==> src/rtl/counter_bus_master_pkg.sv <==
// Shared types and default timing constants for the counter bus master.
package counter_bus_master_pkg;

  localparam int unsigned ALE_W_DEF = 1;
  localparam int unsigned RD_W_DEF  = 2;
  localparam int unsigned NC_DEF    = 4;
  localparam int unsigned SEL_W     = 2;
  localparam int unsigned DW        = 8;

  typedef enum logic [2:0] {
    ST_IDLE,
    ST_ADDR,
    ST_LATCH,
    ST_HOLD,
    ST_TURN,
    ST_READ,
    ST_NEXT
  } state_e;

endpackage

==> src/rtl/counter_bus_master_if.sv <==
// Sweep handshake plus multiplexed address/data bus towards counter_top.
interface counter_bus_master_if;
  import counter_bus_master_pkg::*;

  logic          start;
  logic          busy;
  logic          done;
  logic          ale;
  logic          rd;
  logic          wr;
  logic [DW-1:0] ad_o;
  logic          ad_oe;
  logic [DW-1:0] ad_i;

  modport master (
    input  start, ad_i,
    output busy, done, ale, rd, wr, ad_o, ad_oe
  );

  modport slave (
    output start, ad_i,
    input  busy, done, ale, rd, wr, ad_o, ad_oe
  );
endinterface

==> src/rtl/counter_bus_master_delta.sv <==
// Per-channel previous-sample register and wrapping new-minus-old difference.
module counter_bus_master_delta
  import counter_bus_master_pkg::*;
#(
  parameter int unsigned NC = NC_DEF
) (
  input  logic             clk,
  input  logic             rst,
  input  logic             sample,
  input  logic [SEL_W-1:0] sel,
  input  logic [DW-1:0]    data,
  output logic [DW*NC-1:0] delta
);

  logic [DW*NC-1:0] prev;

  always_ff @(posedge clk or posedge rst) begin
    if (rst) begin
      prev  <= '0;
      delta <= '0;
    end else if (sample) begin
      for (int unsigned k = 0; k < NC; k++) begin
        if (sel == SEL_W'(k)) begin
          delta[DW*k +: DW] <= data - prev[DW*k +: DW];
          prev[DW*k +: DW]  <= data;
        end
      end
    end
  end

endmodule

==> src/rtl/counter_bus_master.sv <==
// Sweeps NC counter channels over a multiplexed ALE/RD bus and stores each count.
// Optional per-channel delta output enabled by COUNTER_BUS_MASTER_DELTA_EN.
module counter_bus_master
  import counter_bus_master_pkg::*;
#(
  parameter int unsigned ALE_W = ALE_W_DEF,
  parameter int unsigned RD_W  = RD_W_DEF,
  parameter int unsigned NC    = NC_DEF
) (
  input  logic                        clk,
  input  logic                        rst,
  counter_bus_master_if.master        bus,
  output logic [DW*NC-1:0]            count,
  output logic [DW*NC-1:0]            delta
);

  localparam int unsigned CW = 3;
  localparam logic [SEL_W-1:0] SEL_LAST = SEL_W'(NC - 1);
  localparam logic [CW-1:0]    ALE_LAST = CW'(ALE_W - 1);
  localparam logic [CW-1:0]    RD_LAST  = CW'(RD_W - 1);

  state_e           state, state_nxt;
  logic [SEL_W-1:0] sel, sel_nxt;
  logic [CW-1:0]    cnt, cnt_nxt;
  logic             sample_c;
  logic             busy_nxt, done_nxt, ale_nxt, rd_nxt, ad_oe_nxt;
  logic [DW-1:0]    ad_o_nxt;

  // Next state; bus outputs are decoded from the next state so they leave a flop.
  always_comb begin
    state_nxt = state;
    sel_nxt   = sel;
    cnt_nxt   = '0;
    sample_c  = 1'b0;
    unique case (state)
      ST_IDLE: begin
        if (bus.start) begin
          state_nxt = ST_ADDR;
          sel_nxt   = '0;
        end
      end
      ST_ADDR:  state_nxt = ST_LATCH;
      ST_LATCH: begin
        if (cnt == ALE_LAST) state_nxt = ST_HOLD;
        else                 cnt_nxt   = cnt + 1'b1;
      end
      ST_HOLD:  state_nxt = ST_TURN;
      ST_TURN:  state_nxt = ST_READ;
      ST_READ: begin
        if (cnt == RD_LAST) begin
          state_nxt = ST_NEXT;
          sample_c  = 1'b1;
        end else begin
          cnt_nxt = cnt + 1'b1;
        end
      end
      ST_NEXT: begin
        if (sel == SEL_LAST) begin
          state_nxt = ST_IDLE;
        end else begin
          sel_nxt   = sel + 1'b1;
          state_nxt = ST_ADDR;
        end
      end
      default: state_nxt = ST_IDLE;
    endcase

    busy_nxt  = (state_nxt != ST_IDLE);
    done_nxt  = (state_nxt == ST_NEXT) && (sel_nxt == SEL_LAST);
    ale_nxt   = (state_nxt == ST_LATCH);
    rd_nxt    = (state_nxt != ST_READ);
    ad_oe_nxt = (state_nxt == ST_ADDR) || (state_nxt == ST_LATCH) || (state_nxt == ST_HOLD);
    ad_o_nxt  = ad_oe_nxt ? DW'(sel_nxt) : '0;
  end

  always_ff @(posedge clk or posedge rst) begin
    if (rst) begin
      state     <= ST_IDLE;
      sel       <= '0;
      cnt       <= '0;
      bus.busy  <= 1'b0;
      bus.done  <= 1'b0;
      bus.ale   <= 1'b0;
      bus.rd    <= 1'b1;
      bus.ad_oe <= 1'b0;
      bus.ad_o  <= '0;
    end else begin
      state     <= state_nxt;
      sel       <= sel_nxt;
      cnt       <= cnt_nxt;
      bus.busy  <= busy_nxt;
      bus.done  <= done_nxt;
      bus.ale   <= ale_nxt;
      bus.rd    <= rd_nxt;
      bus.ad_oe <= ad_oe_nxt;
      bus.ad_o  <= ad_o_nxt;
    end
  end

  assign bus.wr = 1'b1;

  // Capture read data into the selected channel on the last READ edge.
  always_ff @(posedge clk or posedge rst) begin
    if (rst) begin
      count <= '0;
    end else if (sample_c) begin
      for (int unsigned k = 0; k < NC; k++) begin
        if (sel == SEL_W'(k)) count[DW*k +: DW] <= bus.ad_i;
      end
    end
  end

`ifdef COUNTER_BUS_MASTER_DELTA_EN
  counter_bus_master_delta #(
    .NC(NC)
  ) u_delta (
    .clk    (clk),
    .rst    (rst),
    .sample (sample_c),
    .sel    (sel),
    .data   (bus.ad_i),
    .delta  (delta)
  );
`else
  assign delta = '0;
`endif

endmodule
==> src/flat_wrapper.sv <==
// flat-port wrapper written by rule: the top's interface ports become plain ports
module counter_bus_master_flat import counter_bus_master_pkg::*;
#(
  parameter int unsigned ALE_W = ALE_W_DEF,
  parameter int unsigned RD_W  = RD_W_DEF,
  parameter int unsigned NC    = NC_DEF
)
  (clk, rst, count, delta, bus_start, bus_ad_i, bus_busy, bus_done, bus_ale, bus_rd, bus_wr, bus_ad_o, bus_ad_oe);
  counter_bus_master_if bus_i ();
  input  logic clk;
  input  logic rst;
  output logic [DW*NC-1:0] count;
  output logic [DW*NC-1:0] delta;
  input wire logic [$bits(bus_i.start)-1:0] bus_start;
  input wire logic [$bits(bus_i.ad_i)-1:0] bus_ad_i;
  output wire logic [$bits(bus_i.busy)-1:0] bus_busy;
  output wire logic [$bits(bus_i.done)-1:0] bus_done;
  output wire logic [$bits(bus_i.ale)-1:0] bus_ale;
  output wire logic [$bits(bus_i.rd)-1:0] bus_rd;
  output wire logic [$bits(bus_i.wr)-1:0] bus_wr;
  output wire logic [$bits(bus_i.ad_o)-1:0] bus_ad_o;
  output wire logic [$bits(bus_i.ad_oe)-1:0] bus_ad_oe;
  assign bus_i.start = bus_start;
  assign bus_i.ad_i = bus_ad_i;
  assign bus_busy = bus_i.busy;
  assign bus_done = bus_i.done;
  assign bus_ale = bus_i.ale;
  assign bus_rd = bus_i.rd;
  assign bus_wr = bus_i.wr;
  assign bus_ad_o = bus_i.ad_o;
  assign bus_ad_oe = bus_i.ad_oe;
  counter_bus_master #(.ALE_W(ALE_W), .RD_W(RD_W), .NC(NC)) u_core (.clk(clk), .rst(rst), .bus(bus_i), .count(count), .delta(delta));
endmodule
==> config.mk <==
export PLATFORM = sky130hd
export DESIGN_NAME = counter_bus_master_flat
export DESIGN_NICKNAME = d
export VERILOG_FILES = /design/src/rtl/counter_bus_master_pkg.sv /design/src/rtl/counter_bus_master_if.sv /design/src/rtl/counter_bus_master_delta.sv /design/src/rtl/counter_bus_master.sv /design/src/flat_wrapper.sv
export SDC_FILE = /design/constraint.sdc
export NUM_CORES = 1
export LEC_CHECK = 0
export CAP_MARGIN = 20
export CORE_MARGIN = 2
export CORE_UTILIZATION = 47
export CTS_CLUSTER_DIAMETER = 80
export CTS_CLUSTER_SIZE = 20
export DETAILED_ROUTE_END_ITERATION = 6
export GPL_TIMING_DRIVEN = 0
export PLACE_DENSITY_LB_ADDON = 0.08
export SETUP_SLACK_MARGIN = 0.5
export SLEW_MARGIN = 20
export SYNTH_ARGS = -nofsm -noshare
export SYNTH_HDL_FRONTEND = slang
export SYNTH_SLANG_ARGS = --single-unit
==> constraint.sdc <==
create_clock -name clk -period 4.6 [get_ports clk]
set_clock_uncertainty 0.1 [all_clocks]
set_input_delay 0.92 -clock clk [delete_from_list [all_inputs] [get_ports clk]]
set_output_delay 0.92 -clock clk [all_outputs]
set_load 0.01 [all_outputs]
**After elaboration in Yosys (flattened, before gate mapping)**

Index checks and enable logic that the tools add are counted.
W data, S select, Z words.

- Bits of input ports: 11
- Word-level logic and storage cells: 56
- Register bits after elaboration: 53
- Output and inout bits: 78

- Add/subtract/negate cells: 2
- Muxes and demuxes: 14
- Eq/ne operators: 16
- Reductions and logical operators: 11

Operators by type and width:

| cell | number |
|---|---|
| $pmux W3 S7 | 1 |
| $mux W3 | 5 |
| $eq A3 B2 Y1 const B | 4 |
| $eq A3 B3 Y1 const B | 4 |
| $eq A3 B1 Y1 const B | 3 |
| $reduce_and A2 Y1 | 4 |
| $eq A2 B2 Y1 const B | 3 |
| $logic_not A3 Y1 | 2 |
| $mux W2 | 3 |
| $pmux W3 S2 | 1 |
| $pmux W2 S2 | 1 |
| $add A3 B1 Y3 const B | 1 |
| $mux W1 | 3 |
| $ne A3 B3 Y1 const B | 1 |
| $reduce_bool A3 Y1 | 1 |
| $add A2 B1 Y2 const B | 1 |
| $eq A2 B1 Y1 const B | 1 |
| $logic_not A2 Y1 | 1 |
| $logic_or A1 B1 Y1 | 2 |
| $logic_and A1 B1 Y1 | 1 |

**Logic depth before layout (Yosys ltp)**

- Depth after elaboration: 7
- Mapped depth: 6
- Gate-level depth less buffers: 5

**Worst setup path after synthesis**

Ideal clock, no wire load.

- Path type: flip-flop to flip-flop
- From: reg u_core.cnt[1]
- To: reg u_core.count[0]
- Path buffers: 1
- Arrival: 1711 ps
- Cell stages (with the launch flop): 7
- Data required time: 4375 ps
- Setup slack: 2664 ps
- Clock period less this slack: 1936 ps
- Cells stage by stage: dfrtp_1 -> inv_1 -> ha_1 -> nand3b_4 -> or4_1 -> buf_6 -> mux2_4

- Longest elaborated chain between the ends: 4

Ends and longest elaborated chain:

| what | RTL line | source |
|---|---|---|
| start, declared | counter_bus_master.sv:24 | `logic [CW-1:0] cnt, cnt_nxt;` |
| start signal, assigned | counter_bus_master.sv:90 | `cnt <= cnt_nxt;` |
| $eq A3 B1 Y1 | counter_bus_master.sv:50 | `if (cnt == RD_LAST) begin` |
| $mux W1 | counter_bus_master.sv:50 |  |
| $mux W1 | counter_bus_master.sv:35 | `unique case (state)` |
| $reduce_and A2 Y1 (no source line) | -- |  |
| end signal, assigned by index | counter_bus_master.sv:108 | `if (sel == SEL_W'(k)) count[DW*k +: DW] <= bus.ad_i;` |
| end, declared | counter_bus_master.sv:13 | `output logic [DW*NC-1:0] count,` |

No other way between the ends.
A chain may end at the register's enable or synchronous reset.

**Final worst setup path**

- From: reg u_core.bus.rd
- To: out bus_rd

RTL lines:

| what | RTL line | source |
|---|---|---|
| start, declared | counter_bus_master_if.sv:17 | `output busy, done, ale, rd, wr, ad_o, ad_oe` |
| start signal, assigned | counter_bus_master.sv:94 | `bus.rd <= rd_nxt;` |
| end, declared | flat_wrapper.sv:19 | `output wire logic [$bits(bus_i.rd)-1:0] bus_rd;` |

No word-level cell between the ends.

==> out/summary.txt <==
Run status: finished, final reports clean
Register share of total power: 41.2%
Syn_area_per_cell: 12.3 µm²
Cell Area, Placed: 3080 µm²
Filler instances: 388
P_sw: 434 µW
Rows: 25
Router iterations before antenna repair: 4
Max Cap Violations: 0
Unrepaired setup endpoints after global routing: false
Synth unique cells: 41
1st-iter DRT viols: 34
Fin. Hold Viols: 0
EDFF count, synth: 0
Worst vdd ir: 0.000203 V
Sink Count: 47
Final setup vio count: 0
Leakage: 1.52 nW
Sequential area share after synthesis: 50.1%
Ant. Diodes: 0
Core box area: 4790 µm²
Fin crit period: 2380 ps
Most frequent cell after synthesis: dfrtp_1
Cells after Synth: 191
Switching Fraction: 32.3%
Total gr overflow: 0
Crit end category: output port
Synth area leader: dfrtp_1
Vias/cell: 4.36
Worst path arrival time: 1360 ps
Clock latency reported for the late side of the worst-skew pair: 300 ps
Clock network power share: 18.0%
Initial antenna violation count: 0
Post-synth top cells: 46 x dfrtp_1, 39 x buf_4, 24 x mux2_2
CP startpoint kind: flop
Yosys reg bits: 47
Delay-heaviest family, CP: flip-flops
Initial core utilization: 49.1%
Cell Chain, Critical Path: clkdlybuf4s50_1
PostCTS Resize Cnt: 0
Design area: 3170 µm²
CP max FO: 1
Worst path required time: 3580 ps
Main synth FF type: dfrtp_1
Root buf cell: clkbuf_8
Clock-pin slew on the worst setup and hold paths: 90 ps
Min-Delay Path Depth: 1
Clock tree from TritonCTS: yes
Post-CTS Setup Bufs: 0
Max Slew Vio Count: 0
Total track usage: 16.9%
Crit path buf inv count: 1
Part of the power in combinational logic: 40.8%
Largest stage delay, worst path: 530 ps
Measured slew at the worst slew-check pin: 806 ps
Total CTS buffers: 5
IO buf count: 49
Routed Wire Length: 4300 µm
Fin util: 66.2%
Die ar.: 5580 µm²
Die Ht: 74.7 µm
Drt wl/cell: 12.2 µm
Area share of the largest cell type after synthesis: 49.0%
Routed Antenna Nets: 0
Post-CTS Hold Fix Bufs: 0
Ports: 89
Hold Path Class: flop to flop
Critical Path Stages: 1
Rel. slew slack: 45.9%
Area contributors post-synth: dfrtp_1 49%, buf_4 12%, mux2_2 12%
WHS: 406 ps
First-pass GRT wire length: 7040 µm
CTS max path bufs: 2
DIE WIDTH: 74.7 µm
Area Growth Syn to Fin: 34.8%
Largest net degree at the start of global routing: 36
Pwr dens: 425 nW/µm²
CP max stage cell: dfstp_2
Fmax: 421 MHz
DR DRC count: 0
Setup CP Type: flop to output port
# nets final: 300
Via Count: 1540
DPL Wire Length: 3230 µm
Vias in the first global route: 1463
Layout cells sized above 1: 30.8%
Total Neg Setup Slack: 0 ps
Post-Syn Area: 2350 µm²
H-tree levels: 2
Cell total after placement: 345
Final GP Congestion: 0.743
Synth warn: 0
FFs w/ async S/R, synth: 100%
Final Cycle Share: 51.6%
Pint: 911 µW
Final cell count without fillers: 353
R2R cell count: 5
==> layout make-up <==
cell class | instances | area, µm² | area share (%)
Inverter | 3 | 11.3 | 0.355
Multi-Input combinational cell | 132 | 970 | 30.6
Sequential cell | 47 | 1180 | 37.2
Clock buffer | 6 | 72.6 | 2.29
Tap cell | 67 | 83.8 | 2.65
Clock inverter | 2 | 12.5 | 0.395
Buffer | 46 | 330 | 10.4
Timing Repair Buffer | 50 | 510 | 16.1
==> cell families after synthesis <==
group                    count (synthesis)  share of synthesized area (%)
buffers and inverters                   49                           14.5
flip-flops                              47                           50.1
AND/OR/NAND/NOR                         36                           9.16
multiplexers                            34                           17.5
AO/OA/AOI/OAI                           17                           5.54
adder cells (fa/ha/maj)                  4                           2.13
other                                    2                          0.320
XOR/XNOR                                 2                          0.746
==> cell usage in the layout, fill, tap and decap left out, types with 2 or more instances in the layout <==
master	count
clkdlybuf4s50_1	49
dfrtp_1	46
buf_4	39
conb_1	39
mux2_2	24
nand2_1	8
mux2_4	8
nor2b_1	7
nand2b_1	5
nor2_1	5
clkbuf_8	5
a22o_1	4
ha_1	4
clkbuf_1	3
buf_2	2
nand3_1	2
inv_1	2
mux2i_1	2
a21oi_1	2
and2_1	2
a22oi_1	2
==> layer usage <==
| layer | vias up | GRT usage, % | part of all wire [%] |
|---|---|---|---|
| met5 | - | 0 | 0 |
| met4 | 0 | 6.35 | 2.2 |
| met3 | 9 | 4.15 | 5.7 |
| met2 | 67 | 26.2 | 46 |
| met1 | 705 | 23.1 | 46 |
| li1 | 759 | - | - |
==> power by group through the flow <==
stage               registers [mW]  clock network [mW]  logic, mW
floorplan                    0.592                   0      0.311
global placement             0.561                   0      0.542
detailed placement           0.564                   0      0.549
CTS                          0.556               0.255      0.550
global route                 0.567               0.268      0.605
finish                       0.554               0.242      0.549
==> through the flow <==
stage / setup WS [ps] / power (mW)
floorplan: 2470 / 0.903
global placement: 1530 / 1.10
detailed placement: 2350 / 1.11
CTS: 2210 / 1.36
global route: 2180 / 1.44
finish: 2220 / 1.35
==> final timing paths <==
check | from | endpoint | slack, ps
max | u_core.bus.rd | bus_rd | 2220
min | u_core.count[13] | u_core.count[13] | 410
max reg2reg | u_core.cnt[1] | u_core.count[25] | 2420
min reg2reg | u_core.count[13] | u_core.count[13] | 410
max in group asynchronous | rst | u_core.bus.rd | 3090
min in group asynchronous | rst | u_core.sel[1] | 780
==> flip-flops by register name, summed over array words and instances, names as in the netlist <==
| signal | count |
|---|---|
| u_core.bus.busy | 1 |
| u_core.count | 32 |
| u_core.bus.ad_oe | 1 |
| u_core.state | 3 |
| u_core.bus.ale | 1 |
| u_core.bus.done | 1 |
| u_core.bus.rd | 1 |
| u_core.sel | 2 |
| u_core.bus.ad_o | 2 |
| u_core.cnt | 3 |
Power figures use the tool's default switching activity.
